**config.mk**
```make
export PLATFORM = sky130hd
export DESIGN_NAME = fwd_hazard_unit
export DESIGN_NICKNAME = d
export VERILOG_FILES = /design/src/rtl/fwd_hazard_unit.sv
export SDC_FILE = /design/constraint.sdc
export NUM_CORES = 1
export LEC_CHECK = 0
export CAP_MARGIN = 20
export CORE_ASPECT_RATIO = 1.2
export CORE_MARGIN = 4
export CORE_UTILIZATION = 38
export CTS_CLUSTER_DIAMETER = 30
export DETAILED_ROUTE_END_ITERATION = 6
export GPL_TIMING_DRIVEN = 0
export PLACE_DENSITY_LB_ADDON = 0.05
export SYNTH_ARGS = -nofsm -noshare
export SYNTH_HDL_FRONTEND = slang
export SYNTH_SLANG_ARGS = --single-unit
export TNS_END_PERCENT = 5
```
**constraint.sdc**
```tcl
create_clock -name clk -period 3.15 [get_ports clk]
set_input_delay 0.4725 -clock clk [delete_from_list [all_inputs] [get_ports clk]]
set_output_delay 0.4725 -clock clk [all_outputs]
set_load 0.01 [all_outputs]
```
**src/rtl/fwd_hazard_unit.sv**
```systemverilog
// Operand forwarding, load-use bubble and memory-busy freeze control with a freeze watchdog.
// Selects and stalls are combinational; hang_err and counters (FWD_PERF_CNT_EN) are registered.
module fwd_hazard_unit #(
   parameter int NUM_SRC        = 2,
   parameter int NUM_FWD_STAGES = 2,
   parameter int FREEZE_TIMEOUT = 64,
   parameter int SELW           = $clog2(NUM_FWD_STAGES+1)
) (
   input  logic                        clk,
   input  logic                        reset_n,
   input  logic [NUM_SRC*3-1:0]        src_reg,
   input  logic [NUM_SRC-1:0]          src_used,
   input  logic [NUM_FWD_STAGES-1:0]   stage_regwrite,
   input  logic [NUM_FWD_STAGES*3-1:0] stage_destreg,
   input  logic                        ex_is_load,
   input  logic                        mem_busy,
   output logic [NUM_SRC*SELW-1:0]     fwd_sel,
   output logic                        stall_id,
   output logic                        bubble_ex,
   output logic                        freeze,
   output logic                        hang_err,
   output logic [15:0]                 lu_count,
   output logic [15:0]                 frz_count
);
   localparam int CNTW = ($clog2(FREEZE_TIMEOUT+1) > 8) ? $clog2(FREEZE_TIMEOUT+1) : 8;

   typedef enum logic [1:0] {ST_RUN, ST_BUBBLE, ST_FREEZE} state_t;

   state_t          state_q, state_d;
   logic            lu;
   logic [CNTW-1:0] freeze_cnt_q, freeze_cnt_d;
   logic            hang_err_q, hang_err_d;

   // Scan from the oldest stage down so the youngest matching producer wins.
   always_comb begin
      fwd_sel = '0;
      lu      = 1'b0;
      for (int i = 0; i < NUM_SRC; i++) begin
         for (int k = NUM_FWD_STAGES; k >= 1; k--) begin
            if (src_used[i] && stage_regwrite[k-1] &&
                stage_destreg[(k-1)*3 +: 3] == src_reg[i*3 +: 3])
               fwd_sel[i*SELW +: SELW] = SELW'(k);
         end
         if (src_used[i] && stage_regwrite[0] && ex_is_load &&
             stage_destreg[2:0] == src_reg[i*3 +: 3])
            lu = 1'b1;
      end
   end

   always_ff @(posedge clk) begin
      if (!reset_n) state_q <= ST_RUN;
      else          state_q <= state_d;
   end

   always_comb begin
      state_d = ST_RUN;
      case (state_q)
         ST_RUN, ST_BUBBLE, ST_FREEZE: begin
            if (mem_busy) state_d = ST_FREEZE;
            else if (lu)  state_d = ST_BUBBLE;
            else          state_d = ST_RUN;
         end
         default: state_d = ST_RUN;
      endcase
   end

   always_comb begin
      freeze    = mem_busy;
      stall_id  = lu && !mem_busy;
      bubble_ex = lu && !mem_busy;
   end

   always_comb begin
      if (!mem_busy)             freeze_cnt_d = '0;
      else if (&freeze_cnt_q)    freeze_cnt_d = freeze_cnt_q;
      else                       freeze_cnt_d = freeze_cnt_q + 1'b1;
      // Counter value T-1 during a busy cycle means this edge closes busy cycle T.
      hang_err_d = hang_err_q ||
                   (mem_busy && freeze_cnt_q >= CNTW'(FREEZE_TIMEOUT-1));
   end

   always_ff @(posedge clk) begin
      if (!reset_n) begin
         freeze_cnt_q <= '0;
         hang_err_q   <= 1'b0;
      end else begin
         freeze_cnt_q <= freeze_cnt_d;
         hang_err_q   <= hang_err_d;
      end
   end

   assign hang_err = hang_err_q;

`ifdef FWD_PERF_CNT_EN
   logic [15:0] lu_count_q, lu_count_d;
   logic [15:0] frz_count_q, frz_count_d;

   always_comb begin
      lu_count_d  = lu_count_q;
      frz_count_d = frz_count_q;
      if (bubble_ex && !(&lu_count_q))  lu_count_d  = lu_count_q + 16'd1;
      if (freeze && !(&frz_count_q))    frz_count_d = frz_count_q + 16'd1;
   end

   always_ff @(posedge clk) begin
      if (!reset_n) begin
         lu_count_q  <= '0;
         frz_count_q <= '0;
      end else begin
         lu_count_q  <= lu_count_d;
         frz_count_q <= frz_count_d;
      end
   end

   assign lu_count  = lu_count_q;
   assign frz_count = frz_count_q;
`else
   assign lu_count  = '0;
   assign frz_count = '0;
`endif
endmodule
```
Word-level counts from Yosys, hierarchy flattened
Index checks and enable logic that the tools add are counted.
Widths: inputs -> output; s select.
- register bits: 9
- input port bits: 20
- add/subtract/negate cells: 1
- $lt $le $gt $ge: 1
- equality and inequality tests: 4
- muxes and demuxes: 6
- reductions and logical operators: 18
- operators by type and width (kind ; count):
    $logic_and 1x1->1 ; 14
    $eq 3x3->1 ; 4
    $add 8x1->8 const B ; 1
    $ge 8x6->1 const B ; 1
    $mux 2 ; 4
    $reduce_and 8->1 ; 1
    $mux 1 ; 2
    $reduce_and 2->1 ; 1
    $logic_not 1->1 ; 1
    $logic_or 1x1->1 ; 1

Longest topological paths before layout
- word-level depth: 6
- mapped depth: 4
- gate-level depth less buffers: 4

Least setup slack after synthesis
OpenSTA, ideal clock, no wires.
- path kind: in2out
- start: in src_reg[5]
- end: out stall_id
- arrival: 1.478 ns
- setup slack: 1.200 ns
- stages: 4
- path buffers: 1
- path through: xor2_1 > nor4_2 > o211a_1 > buf_4
- longest elaborated chain between the ends: 4
- RTL lines (element ; RTL line ; source):
    start: declaration ; 11 ; input logic [NUM_SRC*3-1:0] src_reg,
    $eq 3x3->1 ; 45 ; stage_destreg[2:0] == src_reg[i*3 +: 3])
    $logic_and 1x1->1 ; 44 ; if (src_used[i] && stage_regwrite[0] && ex_is_load &&
    $mux 1 ; 44 ;
    $logic_and 1x1->1 ; n/a ;
    end: declaration ; 18 ; output logic stall_id,
No other way between the ends.

Worst setup path after layout
- start: in src_reg[5]
- end: out stall_id
- longest elaborated chain between the ends: 4
- RTL lines (element ; RTL line ; source):
    $eq 3x3->1 ; 45 ;
    $logic_and 1x1->1 ; 44 ;
    $mux 1 ; 44 ;
    $logic_and 1x1->1 ; 69 ; stall_id = lu && !mem_busy;
No other way between the ends.

==> impl_metrics.ini <==
[status]
outcome = finished, final reports clean

[global_routing]
grt_pass1_wl_mm = 2.92
antenna_found_initial = 0
grt_use_total_pct = 12.3
grt_max_degree = 10
overflow = 0
grt_pass1_vias = 737

[critical_path]
path_buf_inv = 3
r2r_end = freeze_cnt_q[5]
slowest_stage = clkdlybuf4s50_1
cp_top_family = buffers and inverters
required_ns = 2.68
cpPeakStageDelay_ns = 0.52
critical_path.endpoint_type = output port
r2r_cells = 4
critPathMaxFanout = 3
path_cells = clkdlybuf4s50_1 > xor2_1 > nor4_2 > o211a_1 > buf_4 > clkdlybuf4s50_1
worst_path_most_repeated_cell = clkdlybuf4s50_1
r2r_slack_ns = 1.75
crit_arrival_ns = 2.35
r2r-start = freeze_cnt_q[0]
crit_type = primary input to output port
start_kind = primary input
cp-startpoint = src_reg[5]

[placement]
placed_cells = 194
hpwl_mm = 1.70
placed_area_um2 = 1300
port_buffers = 27
place_congestion = 0.768

[final_layout]
final_common_cell = buf_4
synthToLayoutAreaGrowth_pct = 51.7
drive_above_1_share_pct = 26.2
antenna_cells = 0
num-nets-final = 190
layout_common_cells = buf_4, conb_1, clkdlybuf4s50_1
final_util_pct = 62.5
fin_area_um2 = 1320
instances_no_fill = 198

[cts]
path_clk_slew_ns = 0.06
cts_tree = yes
cts_resized = 0
cts.sinks = 9
postCtsHoldBufs = 0
cts-buffers-inserted = 3
clock_latency_ns = 0.26
post_cts.repair.setup_buffers = 0
htree_num_levels = 1
cts-root-buf = clkbuf_4
cts_buffer_depth = 2

[worst_hold_path]
whs_endpoint = hang_err
hold_path.class = register to register
hold_start = hang_err
whs_path_depth = 2

[sta]
grt_setup_unrepaired = false
final.min_clock_period_ns = 2.82
tns_ns = 0
maxClockFrequency_ghz = 0.354
hold_viol = 0
drv_slew = 0
period_share_pct = 89.6
setup_viol = 0
skew_ns = 0.00297

[floorplan]
die_height_um = 60.5
coreArea_um2 = 2120
initial_core_util_pct = 41.2
rows = 18
num_io_pins = 60
die_x_um = 51.7
die_area_um2 = 3130

[power_and_ir_drop]
p_leak_uw = 0.000626
vdd_ir_drop_max_mv = 0.125
power.density_nw_per_um2 = 237

[synthesis]
avgSynthCellArea_um2 = 8.23
syn_area_um2 = 872
synth.distinct_cells = 28
synth_top_area_share_pct = 29.3
synth_top_area_cell = buf_4
ys_seq_area_share_pct = 20.7
ys_warn_count = 0
synthCells = 106
synth_seq_cells = 9
yosys-top-cells-area = buf_4, dfxtp_1, xor2_1

[detailed_routing]
drc_errors = 0
wl_per_cell_um = 9.53
viasPerCell = 4.15
wl_mm = 1.89
drtIter0Drc = 3
vias = 822
dr.pass1.iters = 4
ant_nets = 0

[flow_run]
cap_violations = 0
worst register-to-register path, stage by stage, from the launching register on:
cell and delay (ns):
dfxtp_1 0.34, ha_1 0.27, and3_1 0.26, a211oi_2 0.26
mux2i_1 0.20
synth_stat cells:
| library cell | instances |
|---|---|
| buf_4 | 34 |
| xor2_1 | 10 |
| dfxtp_1 | 9 |
| nand2_1 | 7 |
| nand3_1 | 6 |
| nor3_1 | 5 |
| a21oi_1 | 4 |
| and4_1 | 3 |
| a211oi_1 | 2 |
| a211oi_2 | 2 |
| and3_1 | 2 |
| nor2_1 | 2 |
| nor4_1 | 2 |
| nor4_2 | 2 |
| o21ai_0 | 2 |
| xnor2_1 | 2 |
| a21boi_0 | 1 |
| a21oi_2 | 1 |
| a31oi_1 | 1 |
| and4b_1 | 1 |
| buf_6 | 1 |
| conb_1 | 1 |
| ha_1 | 1 |
| inv_1 | 1 |
| mux2i_1 | 1 |
| nand4_1 | 1 |
| o211a_1 | 1 |
| or2_2 | 1 |
worst max-delay path by stage:
stage,endpoint,depth (start not counted)
2_1_floorplan,stall_id,4
3_3_place_gp,stall_id,6
3_5_place_dp,stall_id,6
4_1_cts,stall_id,6
5_1_grt,stall_id,6
6_report,stall_id,6
logic make-up (layout without fill, tap and decap cells):
group           Yosys count  in the layout  share of synthesized area (%)
xor+xnor                 12             12                           12.1
other cells               1             32                          0.430
buf+inv                  36             67                           31.0
flops                     9              9                           20.7
simple gates             32             32                           21.5
mux                       1              1                           1.15
fa+ha+maj                 1              1                           1.43
compound gates           14             14                           11.8
power by group:
group          internal (µW)  switching [µW]
sequential               115            1.38
combinational           61.6            45.0
clock                   48.9            40.8
total                    226            87.3
registers in the layout, indices dropped and copies added, names as in the netlist:
name / flops
freeze_cnt_q: 8
hang_err: 1
area by class of cell:
type,instances,area [µm²]
fill,214,795
multi-input combinational,92,538
timing repair buffer,27,270
buffer,35,267
sequential,9,180
tap,30,37.5
clock buffer,4,26.3
inverter,1,3.75
per-layer routing:
metal	global-route usage (%)	vias to the layer above	share of wire [%]	wire, µm
li1	-	435	-	-
met1	11.1	346	34	633
met2	22.9	36	52	990
met3	6.39	5	13	236
met4	5.62	0	1.3	25
met5	0	-	0	0
metrics by stage:
stage	worst slack, ns	hold WS (ns)	total power, µW
final	0.327	0.464	313
after global routing	0.204	0.513	327
after CTS	0.289	0.470	313
after detailed placement	0.304	0.449	224
after global placement	0.347	0.452	223
after floorplan	1.20	0.470	186
Power figures use the tool's default switching activity.
